## config.mk

```make
export PLATFORM = sky130hd
export DESIGN_NAME = dig_scan_ctrl
export DESIGN_NICKNAME = d
export VERILOG_FILES = /design/src/rtl/dig_pkg.sv /design/src/rtl/seg7_decode.sv /design/src/rtl/dig_scan_ctrl.sv
export SDC_FILE = /design/constraint.sdc
export NUM_CORES = 1
export LEC_CHECK = 0
export ABC_AREA = 1
export CAP_MARGIN = 0
export CORE_ASPECT_RATIO = 1.25
export CORE_UTILIZATION = 55
export CTS_CLUSTER_DIAMETER = 200
export DETAILED_ROUTE_END_ITERATION = 8
export GPL_TIMING_DRIVEN = 0
export PLACE_DENSITY_LB_ADDON = 0.2
export SLEW_MARGIN = 5
export SYNTH_ARGS = -nofsm -noshare
export SYNTH_HDL_FRONTEND = slang
export SYNTH_SLANG_ARGS = --single-unit
```

## constraint.sdc

```tcl
create_clock -name clk_from_bg -period 13.1 [get_ports clk_from_bg]
set_input_delay 1.31 -clock clk_from_bg [delete_from_list [all_inputs] [get_ports clk_from_bg]]
set_output_delay 1.31 -clock clk_from_bg [all_outputs]
set_load 0.05 [all_outputs]
```

## src/rtl/dig_pkg.sv

```systemverilog
// Shared definitions for the multiplexed 7-segment scan controller:
// register select codes, CTRL field positions and the hex segment table.
package dig_pkg;

    // Register select, taken from addr[3:2].
    typedef enum logic [1:0] {
        REG_DATA = 2'd0,
        REG_CTRL = 2'd1,
        REG_RSV2 = 2'd2,
        REG_RSV3 = 2'd3
    } reg_sel_e;

    // CTRL field positions.
    localparam int unsigned CTRL_EN_LSB  = 0;
    localparam int unsigned CTRL_DP_LSB  = 8;
    localparam int unsigned CTRL_LZS_BIT = 16;
    localparam int unsigned CTRL_BRT_LSB = 20;
    localparam int unsigned CTRL_BRT_W   = 4;

    // Active-low a..g patterns, bit6 = a ... bit0 = g, indexed by hex value.
    localparam logic [6:0] SEG_TABLE [16] = '{
        7'h01, 7'h4F, 7'h12, 7'h06,
        7'h4C, 7'h24, 7'h20, 7'h0F,
        7'h00, 7'h04, 7'h08, 7'h60,
        7'h31, 7'h42, 7'h30, 7'h38
    };

    function automatic logic [6:0] seg_lookup(input logic [3:0] v);
        return SEG_TABLE[v];
    endfunction

endpackage

```

## src/rtl/seg7_decode.sv

```systemverilog
// Combinational hex + DP to active-low 8-bit segment pattern.
// Ports: hex_i nibble, dp_i decimal point request, blank_i forces a..g off,
//        seg_n_o[7] = DP (active low), seg_n_o[6:0] = a..g (active low).
module seg7_decode
    import dig_pkg::*;
(
    input  logic [3:0] hex_i,
    input  logic       dp_i,
    input  logic       blank_i,
    output logic [7:0] seg_n_o
);

    always_comb begin
        seg_n_o      = 8'hFF;
        seg_n_o[7]   = ~dp_i;
        seg_n_o[6:0] = blank_i ? 7'h7F : seg_lookup(hex_i);
    end

endmodule

```

## src/rtl/dig_scan_ctrl.sv

```systemverilog
// Multiplexed 7-segment display scan controller with a small register file.
// Ports: clk_from_bg clock, rst_from_bg sync active-low reset,
//        addr_from_bg/we_from_bg/wdata_from_bg register write, rdata_2_bg
//        combinational readback, dig_en_2_soc active-low digit enables,
//        dig_DN_2_soc active-low segments {DP, a..g}; both outputs registered.
module dig_scan_ctrl
    import dig_pkg::*;
#(
    parameter int NUM_DIGITS     = 8,
    parameter int REFRESH_CYCLES = 2000
)
(
    input  logic                  clk_from_bg,
    input  logic                  rst_from_bg,
    input  logic [31:0]           addr_from_bg,
    input  logic                  we_from_bg,
    input  logic [31:0]           wdata_from_bg,
    output logic [31:0]           rdata_2_bg,
    output logic [NUM_DIGITS-1:0] dig_en_2_soc,
    output logic [7:0]            dig_DN_2_soc
);

    localparam int DW     = 4 * NUM_DIGITS;
    localparam int SLOT_W = $clog2(REFRESH_CYCLES);
    localparam int IDX_W  = (NUM_DIGITS > 1) ? $clog2(NUM_DIGITS) : 1;

    // One brightness step is 1/16 of a slot.
    localparam int unsigned STEP = REFRESH_CYCLES / 16;

    localparam logic [SLOT_W-1:0] SLOT_LAST = SLOT_W'(REFRESH_CYCLES - 1);
    localparam logic [IDX_W-1:0]  IDX_LAST  = IDX_W'(NUM_DIGITS - 1);

    reg_sel_e sel;

    logic [DW-1:0]         data_q,    data_d;
    logic [NUM_DIGITS-1:0] en_mask_q, en_mask_d;
    logic [NUM_DIGITS-1:0] dp_mask_q, dp_mask_d;
    logic                  lzs_q,     lzs_d;
    logic [3:0]            brt_q,     brt_d;
    logic [SLOT_W-1:0]     slot_q,    slot_d;
    logic [IDX_W-1:0]      idx_q,     idx_d;
    logic [NUM_DIGITS-1:0] dig_en_q,  dig_en_d;
    logic [7:0]            dn_q,      dn_d;

    logic                  slot_wrap;
    logic [31:0]           on_limit;
    logic                  lit;
    logic [3:0]            nibble;
    logic [NUM_DIGITS-1:0] upper_zero;
    logic                  blank;
    logic                  dp_req;
    logic [7:0]            seg_n;

    logic unused_ok;

    assign sel = reg_sel_e'(addr_from_bg[3:2]);

    // Only addr[3:2] and the defined CTRL/DATA bits are meaningful.
    assign unused_ok = ^{addr_from_bg, wdata_from_bg};

    // Register writes.
    always_comb begin
        data_d    = data_q;
        en_mask_d = en_mask_q;
        dp_mask_d = dp_mask_q;
        lzs_d     = lzs_q;
        brt_d     = brt_q;
        if (we_from_bg) begin
            unique case (sel)
                REG_DATA: begin
                    data_d = wdata_from_bg[DW-1:0];
                end
                REG_CTRL: begin
                    en_mask_d = wdata_from_bg[CTRL_EN_LSB +: NUM_DIGITS];
                    dp_mask_d = wdata_from_bg[CTRL_DP_LSB +: NUM_DIGITS];
                    lzs_d     = wdata_from_bg[CTRL_LZS_BIT];
                    brt_d     = wdata_from_bg[CTRL_BRT_LSB +: CTRL_BRT_W];
                end
                REG_RSV2, REG_RSV3: begin
                end
            endcase
        end
    end

    // Slot counter and digit index; writes never disturb the scan.
    always_comb begin
        slot_wrap = (slot_q == SLOT_LAST);
        slot_d    = slot_wrap ? '0 : slot_q + 1'b1;
        idx_d     = idx_q;
        if (slot_wrap) begin
            idx_d = (idx_q == IDX_LAST) ? '0 : idx_q + 1'b1;
        end
    end

    // Leading-zero detect: upper_zero[i] is set when nibbles i..top are all 0.
    always_comb begin
        logic zacc;
        upper_zero = '0;
        zacc       = 1'b1;
        for (int i = NUM_DIGITS - 1; i >= 0; i--) begin
            zacc          = zacc && (data_q[4*i +: 4] == 4'd0);
            upper_zero[i] = zacc;
        end
    end

    // Current digit: duty-cycle gate, nibble, blanking and DP request.
    always_comb begin
        on_limit = 32'({1'b0, brt_q} + 5'd1) * STEP;
        lit      = en_mask_q[idx_q] && (32'(slot_q) < on_limit);
        nibble   = data_q[{idx_q, 2'b00} +: 4];
        blank    = lzs_q && (idx_q != '0) && upper_zero[idx_q];
        dp_req   = dp_mask_q[idx_q];
    end

    seg7_decode u_seg7_decode (
        .hex_i   (nibble),
        .dp_i    (dp_req),
        .blank_i (blank),
        .seg_n_o (seg_n)
    );

    // Outputs are computed from the state before the edge, so digit 0 at
    // slot 0 appears on the first edge after reset release.
    always_comb begin
        dig_en_d = '1;
        dn_d     = 8'hFF;
        if (lit) begin
            dig_en_d = ~(NUM_DIGITS'(1) << idx_q);
            dn_d     = seg_n;
        end
    end

    always_ff @(posedge clk_from_bg) begin
        if (!rst_from_bg) begin
            data_q    <= '0;
            en_mask_q <= '1;
            dp_mask_q <= '0;
            lzs_q     <= 1'b0;
            brt_q     <= 4'hF;
            slot_q    <= '0;
            idx_q     <= '0;
            dig_en_q  <= '1;
            dn_q      <= 8'hFF;
        end else begin
            data_q    <= data_d;
            en_mask_q <= en_mask_d;
            dp_mask_q <= dp_mask_d;
            lzs_q     <= lzs_d;
            brt_q     <= brt_d;
            slot_q    <= slot_d;
            idx_q     <= idx_d;
            dig_en_q  <= dig_en_d;
            dn_q      <= dn_d;
        end
    end

    // Combinational readback; unused and reserved bits read zero.
    always_comb begin
        rdata_2_bg = '0;
        unique case (sel)
            REG_DATA: begin
                rdata_2_bg[DW-1:0] = data_q;
            end
            REG_CTRL: begin
                rdata_2_bg[CTRL_EN_LSB +: NUM_DIGITS]  = en_mask_q;
                rdata_2_bg[CTRL_DP_LSB +: NUM_DIGITS]  = dp_mask_q;
                rdata_2_bg[CTRL_LZS_BIT]               = lzs_q;
                rdata_2_bg[CTRL_BRT_LSB +: CTRL_BRT_W] = brt_q;
            end
            REG_RSV2, REG_RSV3: begin
            end
        endcase
    end

    assign dig_en_2_soc = dig_en_q;
    assign dig_DN_2_soc = dn_q;

endmodule

```

==> impl_summary.md <==
Worst setup path
The worst stage delay on the critical path is 560 ps. The slowest stage of the critical path belongs to the cell fa_1. The arrival time of data at the critical path endpoint is 5740 ps. Walking the worst path, the cells encountered are ha_1 -> xor2_1 -> inv_1 -> fa_1 -> fa_1 -> fa_1 -> inv_1 -> ha_1 -> nand3_1 -> nand3_1 -> xnor2_1 -> ha_1 -> nand2_1 -> nor2_1 -> nor3_1 -> nand2_1 -> nand2_1 -> nand2_1 -> nand2_1 -> nand2_1 -> nand2_2 -> buf_6 -> nand4_1. The worst setup path is captured at a register.

The cell that appears most often on the critical path is nand2_1. The reg-to-reg startpoint is brt_q[0]$_SDFFE_PN1P_. By startpoint and endpoint, the worst setup path is classified as register to register.

In this run the worst setup path begins at brt_q[0]$_SDFFE_PN1P_. The critical path launch point type is a register. The data required time at the worst endpoint is 13320 ps.

Of all nets on the critical path, the largest fanout is 10.

Floorplanning
The overall die height is 109 µm. The I/O pin count is 115. The area enclosed by the die boundary is 0.00952 mm².

The floorplan has 38 rows. From left edge to right edge, the die measures 87.5 µm. The initial standard-cell utilization of the core is 57.1%. The placeable core region is 0.00880 mm².

CTS
The buffer levels on the longest clock path is 2. The later pin in the worst-skew pair is clocked with a latency of 350 ps. The buffer cell driving the clock tree root is clkbuf_8. After clock tree synthesis, the repair step resized 0 gates. Clock tree synthesis found a total of 83 sinks. The clock tree synthesis step divided the H-tree into 3 levels. Clock-pin slew was measured on the worst setup and hold paths at 80 ps. The number of clock buffers added by TritonCTS is 9. The number of setup buffers added after CTS is 0. After clock tree synthesis, the flow added hold-fix buffers numbering 0.

TritonCTS built the clock tree.

STA
The number of max-slew violations in the final report came to 0. The actual transition at the worst max-transition pin is 624 ps. The worst path uses 42.2% of the clock period. The final hold violation count is 0. The clock arrives with 7.08 ps of skew. Setup repair after global routing left no endpoint under its margin.

The highest attainable clock frequency is 181 MHz. The clock period minus worst slack is 5530 ps. Setup total negative slack on the finished layout was measured at 0 ps.

The total setup violations reported at the end of the flow is 0. The worst slew slack as a fraction of its limit is 58.4%.

Detailed routing
After detailed routing, the number of remaining DRC violations is 0. The routed design has 14.3 mm of wire. For this run, the detailed router's first-pass iteration total came to 7. The count of antenna-violating nets left after detailed routing is 0.

Detailed routing inserted a total of 5062 vias. The detailed router finished its first iteration with 389 violations. The average wire per cell in the routed design is 15.8 µm. Dividing the detail-routed via count by the number of cells gives 5.59.

Run status
The flow ran to the end, and the final reports show no timing, DRC or antenna violations.

Layout
The library cells used most frequently in the layout, excluding fill and tap cells, are inv_1 (98), nand2_1 (93), clkdlybuf4s50_1 (84). The most common library cell in the layout ignoring fill and taps is inv_1. The relative area change from synthesis to final layout is 24.3%. 0 antenna diodes ended up in the layout. The proportion of layout cells with a drive suffix above 1 is 5.61%. The number of nets in the finished design is 902. Once layout is done, the placed cells without fillers occupy 0.00624 mm².

Logic synthesis
In this run, synthesis produced a sequential element count of 83. Counting flops with an async set or reset pin after synthesis yields a share of 0%. The number of nets handed over by synthesis was 807. The synthesized area is 0.00502 mm².

The synthesis warning total is 0. In this run, synthesis inferred 0 flip-flops with an integrated enable. The proportion of netlist area held by the largest area contributor is 33.1%. Synthesis produced 685 cells. Yosys mapped the design onto 34 distinct sky130hd cell types.

For this run, the leading register cell type out of synthesis is dfxtp_1. dfxtp_1 takes more of the synthesized area than any other cell. Ranked by total cell area, the synthesized netlist is headed by dfxtp_1 (33%), ha_1 (11%), o21ai_0 (7.7%).

The mean instance size in the synthesized netlist is 7.34 µm². The fraction of the yosys area taken by sequential cells is 33.1%.

Global route
The via count of the first global-routing pass was 4907. Entering global routing, the biggest net connects 14 pins. The aggregate global routing overflow is 0. The wire length of the first global-routing pass is 22.6 mm. In the global route stage, overall resource usage came out at 31.0%. The initial antenna violation count is 0.

Hold path
The worst hold path begins at slot_q[0]$_SDFF_PP0_. The worst hold path belongs to the class register to register.

Placement
Once detailed placement completed, the half-perimeter wirelength came to 11.3 mm. The congestion estimate from routability-driven global placement came to 0.937. Buffers placed on the I/O ports in this run total 84. Summing all placed instances gives a cell area of 0.00602 mm².

Run
The count of max-cap constraint violations is 0.

Pwr
IR analysis of the VDD net gives a maximum drop of 0.0000964 V. The total power per unit cell area is 118 mW/mm². The analysis attributes to cell leakage a power of 2.74 nW.
[power by group]
group | internal, W | total [W] | switching, W
sequential | 0.000264 | 0.000270 | 0.00000636
combinational | 0.0000973 | 0.000256 | 0.000159
clock | 0.000118 | 0.000210 | 0.0000924
[stage by stage]
stage	power [W]	worst slack, ps	cells	hold slack [ps]	utilization (%)
floorplan	0.000453	8460	685	427	-
global placement	0.000517	7760	889	442	68.4
detailed placement	0.000530	7640	889	463	68.4
CTS	0.000737	7610	905	482	71.0
global route	0.000778	7230	905	509	71.0
finish	0.000737	7570	905	476	71.0
[worst paths after layout]
kind	endpoint	slack, ps	cells past startpoint
min	slot_q[0]$_SDFF_PP0_	480	1
max reg2reg	dig_en_2_soc[4]$_SDFF_PN1_	7570	23
min reg2reg	slot_q[0]$_SDFF_PP0_	480	1
max	dig_en_2_soc[4]$_SDFF_PN1_	7570	23
[registers in the layout, summed over array words and instances, names as in the netlist]
signal        count
brt_q             4
data_q           32
dig_DN_2_soc      8
dig_en_2_soc      8
dp_mask_q         8
en_mask_q         8
idx_q             3
lzs_q             1
slot_q           11
[layer usage]
layer	global-route usage [%]	vias to the layer above	routed length [µm]
met1	34.2	2321	5370
met2	56.7	230	7470
met3	4.01	59	815
met5	0	-	0
met4	16.9	0	646
li1	-	2452	-
[cells in the mapped netlist (5+ instances only)]
cell type	n
inv_1	98
nand2_1	93
dfxtp_1	83
o21ai_0	77
a21oi_1	71
nor2_1	47
ha_1	45
nand3_1	39
clkbuf_1	20
nand4_1	19
o22ai_1	14
fa_1	10
o211ai_1	9
inv_2	7
xor2_1	7
buf_2	6
nor3_1	5
o21ai_1	5
xnor2_1	5
[cell type report]
cell class	instances	area, µm²
Fill cell	768	2550
Sequential cell	83	1660
Timing Repair Buffer	84	841
Clock inverter	4	72.6
Clock buffer	12	155
Inverter	105	394
Buffer	32	158
Multi-Input combinational cell	465	2810
Tap cell	120	150
[critical path: cells and delay by family, from the launching register on]
family | cells | cell delay (ps)
XOR/XNOR | 2 | 780
adder cells (fa/ha/maj) | 6 | 2650
buffers and inverters | 3 | 370
flip-flops | 1 | 550
AND/OR/NAND/NOR | 12 | 1020
[cells by family after synthesis]
family | share of synthesized area [%]
buffers and inverters | 11.0
flip-flops | 33.1
XOR/XNOR | 2.42
adder cells (fa/ha/maj) | 15.2
AO/OA/AOI/OAI | 18.9
AND/OR/NAND/NOR | 19.4
(Power assumes the default switching activity.)
